`src/rtl/ninjakun_hiscore_xfer.sv`:
```
// ninjakun_hiscore_xfer: pauses the core and copies a foreground-VRAM window to/from a hiscore buffer.
// Define HISCORE_VERIFY_EN to add a read-back compare pass after every load.
module ninjakun_hiscore_xfer #(
  parameter logic [10:0] HS_BASE = 11'h000,
  parameter int          HS_LEN  = 16,
  parameter int          GUARD   = 2
) (
  input  logic        ROMCL,
  input  logic        RESET_L,
  input  logic        SAVE_REQ,
  input  logic        LOAD_REQ,
  output logic        PAUSE_REQ,
  input  logic        pause,
  output logic [15:0] hs_address,
  output logic [7:0]  hs_data_in,
  input  logic [7:0]  hs_data_out,
  output logic        hs_write,
  output logic        hs_access,
  output logic [7:0]  BUF_ADR,
  input  logic [7:0]  BUF_DIN,
  output logic [7:0]  BUF_DOUT,
  output logic        BUF_WE,
  output logic        BUSY,
  output logic        DONE,
  output logic        ERR
);
`ifdef HISCORE_VERIFY_EN
  localparam bit VERIFY = 1'b1;
`else
  localparam bit VERIFY = 1'b0;
`endif
  typedef enum logic [3:0] {IDLE, REQ, GIN, XA, XB, VA, VB, GOUT, FIN} state_t;
  state_t st_q, st_d;
  logic [7:0] i_q, i_d, g_q, g_d;
  logic save_q, save_d, err_q, err_d;
  logic preq_q, busy_q, acc_q, wr_q, we_q, done_q, erro_q;
  logic last, gend, xfer;
  assign last = i_q == 8'(HS_LEN - 1);
  assign gend = g_q == 8'(GUARD - 1);
  always_comb begin
    st_d = st_q;
    i_d = i_q;
    g_d = g_q;
    save_d = save_q;
    err_d = err_q;
    case (st_q)
      IDLE: if (SAVE_REQ || LOAD_REQ) begin
        st_d = REQ;
        save_d = SAVE_REQ;
        err_d = 1'b0;
      end
      REQ: if (pause) begin
        st_d = GIN;
        g_d = '0;
      end
      GIN: begin
        st_d = gend ? XA : GIN;
        g_d = g_q + 8'd1;
        i_d = '0;
      end
      XA: st_d = XB;
      XB: begin
        st_d = last ? ((VERIFY && !save_q) ? VA : GOUT) : XA;
        i_d = last ? 8'd0 : i_q + 8'd1;
        g_d = '0;
      end
      VA: st_d = VB;
      VB: begin
        err_d = err_q | (BUF_DIN != hs_data_out);
        st_d = last ? GOUT : VA;
        i_d = i_q + 8'd1;
        g_d = '0;
      end
      GOUT: begin
        st_d = gend ? FIN : GOUT;
        g_d = g_q + 8'd1;
      end
      FIN: st_d = IDLE;
      default: st_d = IDLE;
    endcase
    // losing pause while holding the port aborts; the pending strobe never issues
    if (!pause && (st_q inside {GIN, XA, XB, VA, VB})) begin
      st_d = GOUT;
      g_d = '0;
      err_d = 1'b1;
    end
  end
  always_ff @(posedge ROMCL) begin
    if (!RESET_L) begin
      st_q <= IDLE;
      i_q <= '0;
      g_q <= '0;
      save_q <= 1'b0;
      err_q <= 1'b0;
      preq_q <= 1'b0;
      busy_q <= 1'b0;
      acc_q <= 1'b0;
      wr_q <= 1'b0;
      we_q <= 1'b0;
      done_q <= 1'b0;
      erro_q <= 1'b0;
    end else begin
      st_q <= st_d;
      i_q <= i_d;
      g_q <= g_d;
      save_q <= save_d;
      err_q <= err_d;
      preq_q <= st_d inside {REQ, GIN, XA, XB, VA, VB, GOUT};
      busy_q <= st_d != IDLE;
      acc_q <= st_d inside {GIN, XA, XB, VA, VB, GOUT};
      wr_q <= (st_d == XB) && !save_d;
      we_q <= (st_d == XB) && save_d;
      done_q <= st_d == FIN;
      erro_q <= (st_d == FIN) && err_d;
    end
  end
  assign xfer = st_q inside {XA, XB, VA, VB};
  assign hs_address = xfer ? {5'b0, HS_BASE + 11'(i_q)} : 16'h0;
  assign BUF_ADR = xfer ? i_q : 8'h0;
  assign hs_write = wr_q & pause;
  assign BUF_WE = we_q & pause;
  assign hs_data_in = hs_write ? BUF_DIN : 8'h0;
  assign BUF_DOUT = BUF_WE ? hs_data_out : 8'h0;
  assign PAUSE_REQ = preq_q;
  assign hs_access = acc_q;
  assign BUSY = busy_q;
  assign DONE = done_q;
  assign ERR = erro_q;
endmodule

```
`config.mk`:
```
export PLATFORM = sky130hd
export DESIGN_NAME = ninjakun_hiscore_xfer
export DESIGN_NICKNAME = d
export VERILOG_FILES = /design/src/rtl/ninjakun_hiscore_xfer.sv
export SDC_FILE = /design/constraint.sdc
export NUM_CORES = 1
export LEC_CHECK = 0
export BUFFER_PORTS_ARGS = -buffer_cell sky130_fd_sc_hd__buf_2
export CELL_PAD_IN_SITES_DETAIL_PLACEMENT = 1
export CELL_PAD_IN_SITES_GLOBAL_PLACEMENT = 1
export CORE_MARGIN = 1.5
export CORE_UTILIZATION = 35
export CTS_CLUSTER_SIZE = 40
export DETAILED_ROUTE_END_ITERATION = 8
export GPL_ROUTABILITY_DRIVEN = 0
export PLACE_DENSITY_LB_ADDON = 0.15
export SLEW_MARGIN = 20
export SYNTH_ARGS = -nofsm -noshare
export SYNTH_HDL_FRONTEND = slang
export SYNTH_SLANG_ARGS = --single-unit
```
`constraint.sdc`:
```
create_clock -name ROMCL -period 2.7 [get_ports ROMCL]
set_clock_uncertainty 0.05 [all_clocks]
set_input_delay 0 -clock ROMCL [delete_from_list [all_inputs] [get_ports ROMCL]]
set_output_delay 0 -clock ROMCL [all_outputs]
set_load 0.05 [all_outputs]
```
==> parameters.txt, run 1 <==
Parameter                              Value

Run status
  Outcome ... completed

Global routing
  Met2 track utilization from global routing ... 28.20%
  Total GRT Usage ... 17.25%
  Met3 usage in global routing ... 3.855%
  Initial antenna violation count ... 0
  Pin count of the biggest net entering global routing ... 27
  Total gr overflow ... 0
  Met1 Usage GRT ... 22.32%
  Busiest layer in global routing ... met2
  Vias in the first global route ... around 1.7k
  First-pass GRT wire length ... 8121 µm

Floorplan
  Vertical extent of the die ... 75.94 µm
  Number of core rows ... 26
  Initial Utilization ... 36.45%
  Chip Width ... 75.94 µm
  Top-Level Pins ... 68
  Die footprint ... ~5800 µm²
  Area of the core ... 5107 µm²

Clock network
  Buffer depth of the longest clock path ... 2
  Quantity of gates resized following cts ... 0
  Clock slew seen by the registers of the worst setup and hold paths ... around 0.060 ns
  Number of clock buffers inserted by TritonCTS ... 5
  Clk Tree Root Cell ... clkbuf_8
  Num Clock Sinks ... 29
  Number of H-tree branching levels ... 2
  TritonCTS clock tree ... done
  Latest clock arrival within the worst-skew pair ... ~0.28 ns
  Buffers inserted by post-CTS timing repair ... 0

Worst setup path
  Worst setup path class ... reg -> out
  R2R Setup Slk ... 0.47 ns
  Capturing element type of the critical path ... output port
  Chain of cells forming the critical path ... nand2_1 -> xor2_1 -> nor2_1 -> and2_1 -> buf_2
  Critical Path Fanout Max ... 18
  CP max stage delay ... ~0.69 ns
  Startpoint type of the worst setup path ... register
  Launch instance of the worst register-to-register path ... st_q[2]$_SDFF_PN0_
  WP data arrival ... 2.19 ns
  Max stage delay cell, worst path ... dfxtp_1
  Path depth of the worst reg2reg path ... 5
  Critical register-to-register path endpoint ... g_q[7]$_SDFFE_PP0P_
  CP required ... 2.65 ns

Hold path
  Hold Crit Endpoint ... wr_q$_SDFF_PN0_
  Number of cells on the worst hold path ... 3
  Startpoint of the lowest-slack hold path ... SAVE_REQ
  Path class of the lowest-slack min-delay path ... in -> reg

Finish
  Final-stage net count ... 304
  Post-synthesis to final-layout area growth ... 18.48%
  Layout cells sized above 1 ... 27.40%
  Filler Cell Count ... 673
  Antenna diode count ... 0

Routing
  Vias/cell ... 4.923
  Count of routing violations after the opening detailed-route iteration ... 50
  Iteration count of the initial detailed-routing pass ... 4
  Via total after detailed routing ... between 1.5k and 2k
  Post-route antenna net violation count ... 0
  Total length of routed wires ... roughly 4900 µm
  Routed wire per std cell ... 13.84 µm
  Detailed-route DRC error count ... 0

Placed design
  Placed wire-length estimate ... approximately 3700 µm
  Port-buffer cells ... 59

Yosys
  Most numerous cell types in the synthesized netlist ... dfxtp_1 (29), nor2_1 (28), and3_1 (19), buf_4 (19)
  Biggest area contributors in the synthesized netlist ... dfxtp_1 (31%), buf_4 (7.7%), and3_1 (6.4%)
  Leading cell type by number of instances after synthesis ... dfxtp_1
  Syn avg cell area ... 8.166 µm²
  Portion of synthesized cell area occupied by the leading cell type ... 31.18%
  Flip-flop and latch count after synthesis ... 29
  Cell area after technology mapping ... 1862 µm²
  Number of enable-type register cells in the synthesized netlist ... 0
  Yosys warnings ... 0
  Primary FF master, synth ... dfxtp_1
  Mapped Cells ... 228
  Number of different library cells in the post-synthesis netlist ... just over 50
  Post-synthesis sequential area ratio ... around 31%
  Dominant cell type by area after synthesis ... dfxtp_1
  Proportion of register bits with asynchronous set or reset after synthesis ... 0%

STA
  Final period util ... 83.11%
  Worst-case hold slack ... 0.07103 ns
  Fin. Hold Viols ... 0
  Worst relative slew slack ... 57.86%
  Final number of setup-violating endpoints ... 0
  Unrepaired setup endpoints after global routing ... no
  Crit path time final ... 2.244 ns
  Final count of pins violating max slew ... 0
  Upper clock frequency limit ... ~450 MHz
  Transition at the pin with the smallest max-transition slack ... 0.6313 ns
  Post-route setup TNS ... 0 ns

Job
  Max capacitance violation total ... 0

Power and ir drop
  Final total power ... 1.732 mW
  Peak supply drop ... 0.2956 mV
  Leak Pwr ... 1.054 nW
  Power per Cell Area ... slightly below 800 nW/µm²
## cells by family after synthesis
logic type	synth area share [%]
AOI/OAI and AO/OA	11.56
xor gates and xnor gates	8.938
adders and majority gates	2.016
buffers and inverters	10.28
DFF	31.18
muxes	0.5377
other	0.2014
and+or+nand+nor	35.28
## critical path: cells and delay by family, from the launching register on
| kind | cells | cell delay [ns] |
|---|---|---|
| AND/OR/NAND/NOR | 3 | 0.74 |
| flip-flops | 1 | 0.69 |
| buffers and inverters | 1 | 0.26 |
| XOR/XNOR | 1 | 0.22 |
## what timing repair did
| action | CTS | global route |
|---|---|---|
| hold buffers | 1 | 0 |
| endpoints found under the hold margin | 2 | 0 |
| endpoints found under the setup margin | 0 | 0 |
## worst max-delay path by stage
stage,start,to,cells after the start
after floorplan,st_q[3]$_SDFF_PN0_,hs_address[2],4
final,st_q[1]$_SDFF_PN0_,hs_address[7],5
after global placement,i_q[0]$_SDFFE_PN0P_,we_q$_SDFF_PN0_,6
after detailed placement,st_q[2]$_SDFF_PN0_,g_q[7]$_SDFFE_PP0P_,5
after CTS,st_q[1]$_SDFF_PN0_,hs_address[7],5
after global routing,st_q[1]$_SDFF_PN0_,hs_address[1],5
## where the power goes
group | internal (mW) | leakage [nW] | switching, mW | total [mW]
Sequential | 0.501 | 0.236 | 0.129 | 0.630
Clock | 0.178 | 0.0450 | 0.164 | 0.342
Combinational | 0.270 | 0.773 | 0.490 | 0.760
Total | 0.949 | 1.05 | 0.783 | 1.73
## routing by layer
| layer | vias up | share of wire [%] |
|---|---|---|
| met5 | - | 0 |
| met4 | 0 | 1.3 |
| met3 | 6 | 4.1 |
| met2 | 35 | 47 |
| met1 | 800 | 48 |
| li1 | 887 | - |
## layout by cell type, fill, tap and decap left out, types with 3 or more instances in the layout
cell / synthesis / routed
xor2_1: 13 / 13
o21ai_0: 3 / 3
nor2_1: 28 / 28
a211oi_1: 3 / 3
xnor2_1: 6 / 6
o21a_1: 3 / 3
conb_1: 1 / 8
clkbuf_8: 0 / 5
inv_1: 3 / 3
a21oi_1: 7 / 7
nand3_1: 7 / 7
nand4_1: 3 / 3
and3_1: 19 / 19
nand2b_1: 4 / 4
buf_2: 0 / 59
and2_1: 11 / 11
buf_4: 19 / 3
dfxtp_1: 29 / 29
or3_1: 3 / 3
ha_1: 3 / 3
nor3_1: 8 / 8
nand2_1: 13 / 13
## state kept, by name, summed over array words and instances (netlist names)
register and count:
save_q 1, BUSY 1, g_q 8, DONE 1, ERR 1, err_q 1, hs_access 1, st_q 4
i_q 8, we_q 1, PAUSE_REQ 1, wr_q 1
## final cells by class
class / instances / area, µm² / share of cell area, %
multi-input cells: 178 / 1116 / 50.60
flip-flops and latches: 29 / 580.6 / 26.32
repair buffers: 63 / 327.8 / 14.86
well taps: 70 / 87.58 / 3.970
clock buffers: 6 / 72.57 / 3.290
inverters: 3 / 11.26 / 0.5105
clock inverters: 2 / 10.01 / 0.4538
## stage by stage
step | cell area (µm²) | setup WS, ns | cells | util, %
after global placement | 2113 | 0.5942 | 342 | 41.38
after CTS | 2206 | 0.4044 | 351 | 43.19
after detailed placement | 2113 | 0.4936 | 342 | 41.38
after floorplan | 1888 | 0.4898 | 235 | -
after global routing | 2206 | 0.2445 | 351 | 43.19
final | 2206 | 0.4559 | 351 | 43.19
(Power assumes the default switching activity.)
==> inputs of run 2 (changes only) <==
- ABC_AREA: not set -> 1
- CORE_UTILIZATION: 35 -> 30
- clock period: 2.7 -> 1.91 ns (I/O delays scaled with it)
==> parameters.txt, run 2 <==
Parameter                              Value

Power and ir drop
  Peak supply drop ... 0.5530 mV
  Power per Cell Area ... 1103 nW/µm²
  Leak Pwr ... 1.218 nW

Routing
  Total length of routed wires ... 5041 µm
  Iteration count of the initial detailed-routing pass ... 4
  Detailed-route DRC error count ... 0
  Count of routing violations after the opening detailed-route iteration ... 55
  Post-route antenna net violation count ... 0
  Via total after detailed routing ... 1922
  Vias/cell ... 4.418
  Routed wire per std cell ... 11.59 µm

Yosys
  Leading cell type by number of instances after synthesis ... nand2_1
  Synth Area in Simple Gates ... 36.82%
  Post-synthesis compound-gate area fraction ... 9.730%
  Fraction of synthesized area in multiplexers ... 0%
  Proportion of register bits with asynchronous set or reset after synthesis ... 0%
  Xor/xnor cell area share of the yosys netlist ... approximately 3.2%
  Syn avg cell area ... 6.302 µm²
  Yosys warnings ... 0
  Number of different library cells in the post-synthesis netlist ... 31
  Dominant cell type by area after synthesis ... dfxtp_1
  Dominant combinational cell family by area after synthesis ... simple AND/OR/NAND/NOR gates
  Mapped Cells ... 302
  Most numerous cell types in the synthesized netlist ... nand2_1 (59), nor2_1 (57), inv_1 (49)
  Primary FF master, synth ... dfxtp_1
  Flip-flop and latch count after synthesis ... 29
  Portion of synthesized cell area occupied by the leading cell type ... 30.51%
  Adder-cell share of the synthesized area ... 1.972%
  Post-synthesis sequential area ratio ... 30.51%
  Biggest area contributors in the synthesized netlist ... dfxtp_1 (31%), nand2_1 (12%), nor2_1 (11%)
  Cell area after technology mapping ... approximately 1900 µm²
  Number of enable-type register cells in the synthesized netlist ... 0

Hold path
  Number of cells on the worst hold path ... 3
  Path class of the lowest-slack min-delay path ... in -> reg
  Startpoint of the lowest-slack hold path ... RESET_L
  Hold Crit Endpoint ... wr_q$_SDFF_PN0_

Finish
  Highest-count cells in the layout ignoring fill and taps ... nand2_1 (59), buf_2 (59), nor2_1 (57), inv_1 (49), dfxtp_1 (29)
  Antenna diode count ... 0
  Filler Cell Count ... around 840
  Post-synthesis to final-layout area growth ... 21.63%
  Final-stage net count ... roughly 380
  Layout cells sized above 1 ... 25.28%
  Largest registers in the final layout ... g_q x8, i_q x8, st_q x4

Floorplan
  Die footprint ... 6830 µm²
  Number of core rows ... 28
  Top-Level Pins ... 68
  Chip Width ... 82.65 µm
  Initial Utilization ... roughly a third
  Vertical extent of the die ... 82.65 µm
  Area of the core ... 6026 µm²

Worst setup path
  Startpoint type of the worst setup path ... register
  Critical Path Fanout Max ... 8
  Path depth of the worst reg2reg path ... 10
  Count of buffer and inverter cells on the critical path ... 4
  R2R Setup Slk ... 0.26 ns
  Worst setup path class ... reg -> out
  Chain of cells forming the critical path ... inv_1 -> nand2_2 -> inv_1 -> nand2_1 -> o21ai_0 -> inv_1 -> nor2_1 -> buf_2
  Cell occurring most often along the worst timing path ... inv_1
  Max stage delay cell, worst path ... dfxtp_1
  CP required ... 1.86 ns
  CP max stage delay ... between 0.3 and 0.4 ns
  Launch instance of the worst register-to-register path ... g_q[0]$_SDFFE_PP0P_
  Kind of cell with the highest combined delay on the critical path ... buffers and inverters
  Critical register-to-register path endpoint ... hs_access$_SDFF_PN0_
  WP data arrival ... between 1.5 and 2 ns
  Capturing element type of the critical path ... output port

Placed design
  Setup slack at placement ... 0.2869 ns
  Port-buffer cells ... 59
  Placed wire-length estimate ... 4165 µm

Clock network
  Number of clock buffers inserted by TritonCTS ... 5
  TritonCTS clock tree ... done
  Number of H-tree branching levels ... 2
  Buffer depth of the longest clock path ... 2
  Clk Tree Root Cell ... clkbuf_8
  Num Clock Sinks ... 29
  Latest clock arrival within the worst-skew pair ... 0.28 ns
  Clock slew seen by the registers of the worst setup and hold paths ... about 0.070 ns

Global routing
  Pin count of the biggest net entering global routing ... 10
  Vias in the first global route ... about 1.8k
  Total GRT Usage ... between 10% and 20%
  Total gr overflow ... 0
  Initial antenna violation count ... 0
  First-pass GRT wire length ... 8355 µm

STA
  Final number of setup-violating endpoints ... 0
  Upper clock frequency limit ... 584.7 MHz
  Final count of pins violating max slew ... 0
  Crit path time final ... ~1.7 ns
  Worst-case hold slack ... 0.01178 ns
  Final period util ... 89.54%
  Setup slack after layout ... 0.1999 ns
  Unrepaired setup endpoints after global routing ... yes
  Fin. Hold Viols ... 0

Run status
  Outcome ... completed

Job
  Max capacitance violation total ... 0
run 2: cell types whose count changed after synthesis, sizes merged, moves of 6 or more:
cell | previous run | this run
inv | 3 | 56
nand2 | 13 | 64
nor2 | 28 | 63
and3 | 19 | 1
a21oi | 7 | 19
and2 | 11 | 0
nand3 | 7 | 16
xnor2 | 6 | 0
xor2 | 13 | 7
run 2: logic make-up after synthesis:
logic type                 Yosys count
and+or+nand+nor                    158
buffers and inverters               73
xor gates and xnor gates             7
other                                1
DFF                                 29
adders and majority gates            3
AOI/OAI and AO/OA                   31
run 2: timing repair:
action	4_1_cts	5_1_grt
resized for setup	0	0
setup endpoints to repair	0	2
setup buffers	0	0
hold buffers	0	0
run 2: area by class of cell:
cell class	instances	area, µm²	share of cell area (%)
well taps	75	93.84	4.054
repair buffers	59	295.3	12.76
inverters	57	214.0	9.243
flip-flops and latches	29	580.6	25.08
clock inverters	1	30.03	1.297
multi-input cells	207	1015	43.84
clock buffers	7	86.33	3.730
run 2: per-stage QoR:
stage / utilization, % / instances / power, mW / cell area [µm²] / TNS (ns)
2_1_floorplan: - / 309 / 1.633 / 1929 / 0
3_3_place_gp: 36.48 / 427 / 1.892 / 2198 / 0
3_5_place_dp: 36.48 / 427 / 1.903 / 2198 / 0
4_1_cts: 38.41 / 435 / 2.587 / 2315 / 0
5_1_grt: 38.41 / 435 / 2.752 / 2315 / -0.01594
6_report: 38.41 / 435 / 2.553 / 2315 / 0
run 2: report_power, final:
group	internal, mW	total (mW)	switching, mW	leakage, nW
Clock	0.425	0.671	0.246	0.0585
Sequential	0.697	0.776	0.0797	0.236
Combinational	0.295	1.11	0.811	0.924
Total	1.42	2.55	1.14	1.22
run 2: per-layer routing:
metal	global-route usage (%)	vias up	share of wire [%]
li1	-	1017	-
met1	19.85	876	48
met2	27.72	23	48
met3	3.846	6	3.0
met4	4.500	0	0.87
met5	0	-	0
run 2: worst reg2reg max path: cells and delay by family, from the launching register on:
kind | cells | cell delay [ns]
AO/OA/AOI/OAI | 1 | 0.14
adder cells (fa/ha/maj) | 1 | 0.18
AND/OR/NAND/NOR | 7 | 0.71
flip-flops | 1 | 0.42
buffers and inverters | 1 | 0.04
run 2: how the worst max path moves through the flow:
stage / cells past startpoint / to / startpoint / slack, ns
2_1_floorplan: 7 / hs_address[1] / st_q[2]$_SDFF_PN0_ / 0.02
6_report: 8 / BUF_ADR[6] / st_q[3]$_SDFF_PN0_ / 0.20
3_5_place_dp: 10 / hs_access$_SDFF_PN0_ / g_q[0]$_SDFFE_PP0P_ / 0.29
5_1_grt: 8 / BUF_ADR[4] / st_q[3]$_SDFF_PN0_ / -0.009
3_3_place_gp: 10 / hs_access$_SDFF_PN0_ / g_q[0]$_SDFFE_PP0P_ / 0.34
4_1_cts: 8 / BUF_ADR[6] / st_q[3]$_SDFF_PN0_ / 0.17
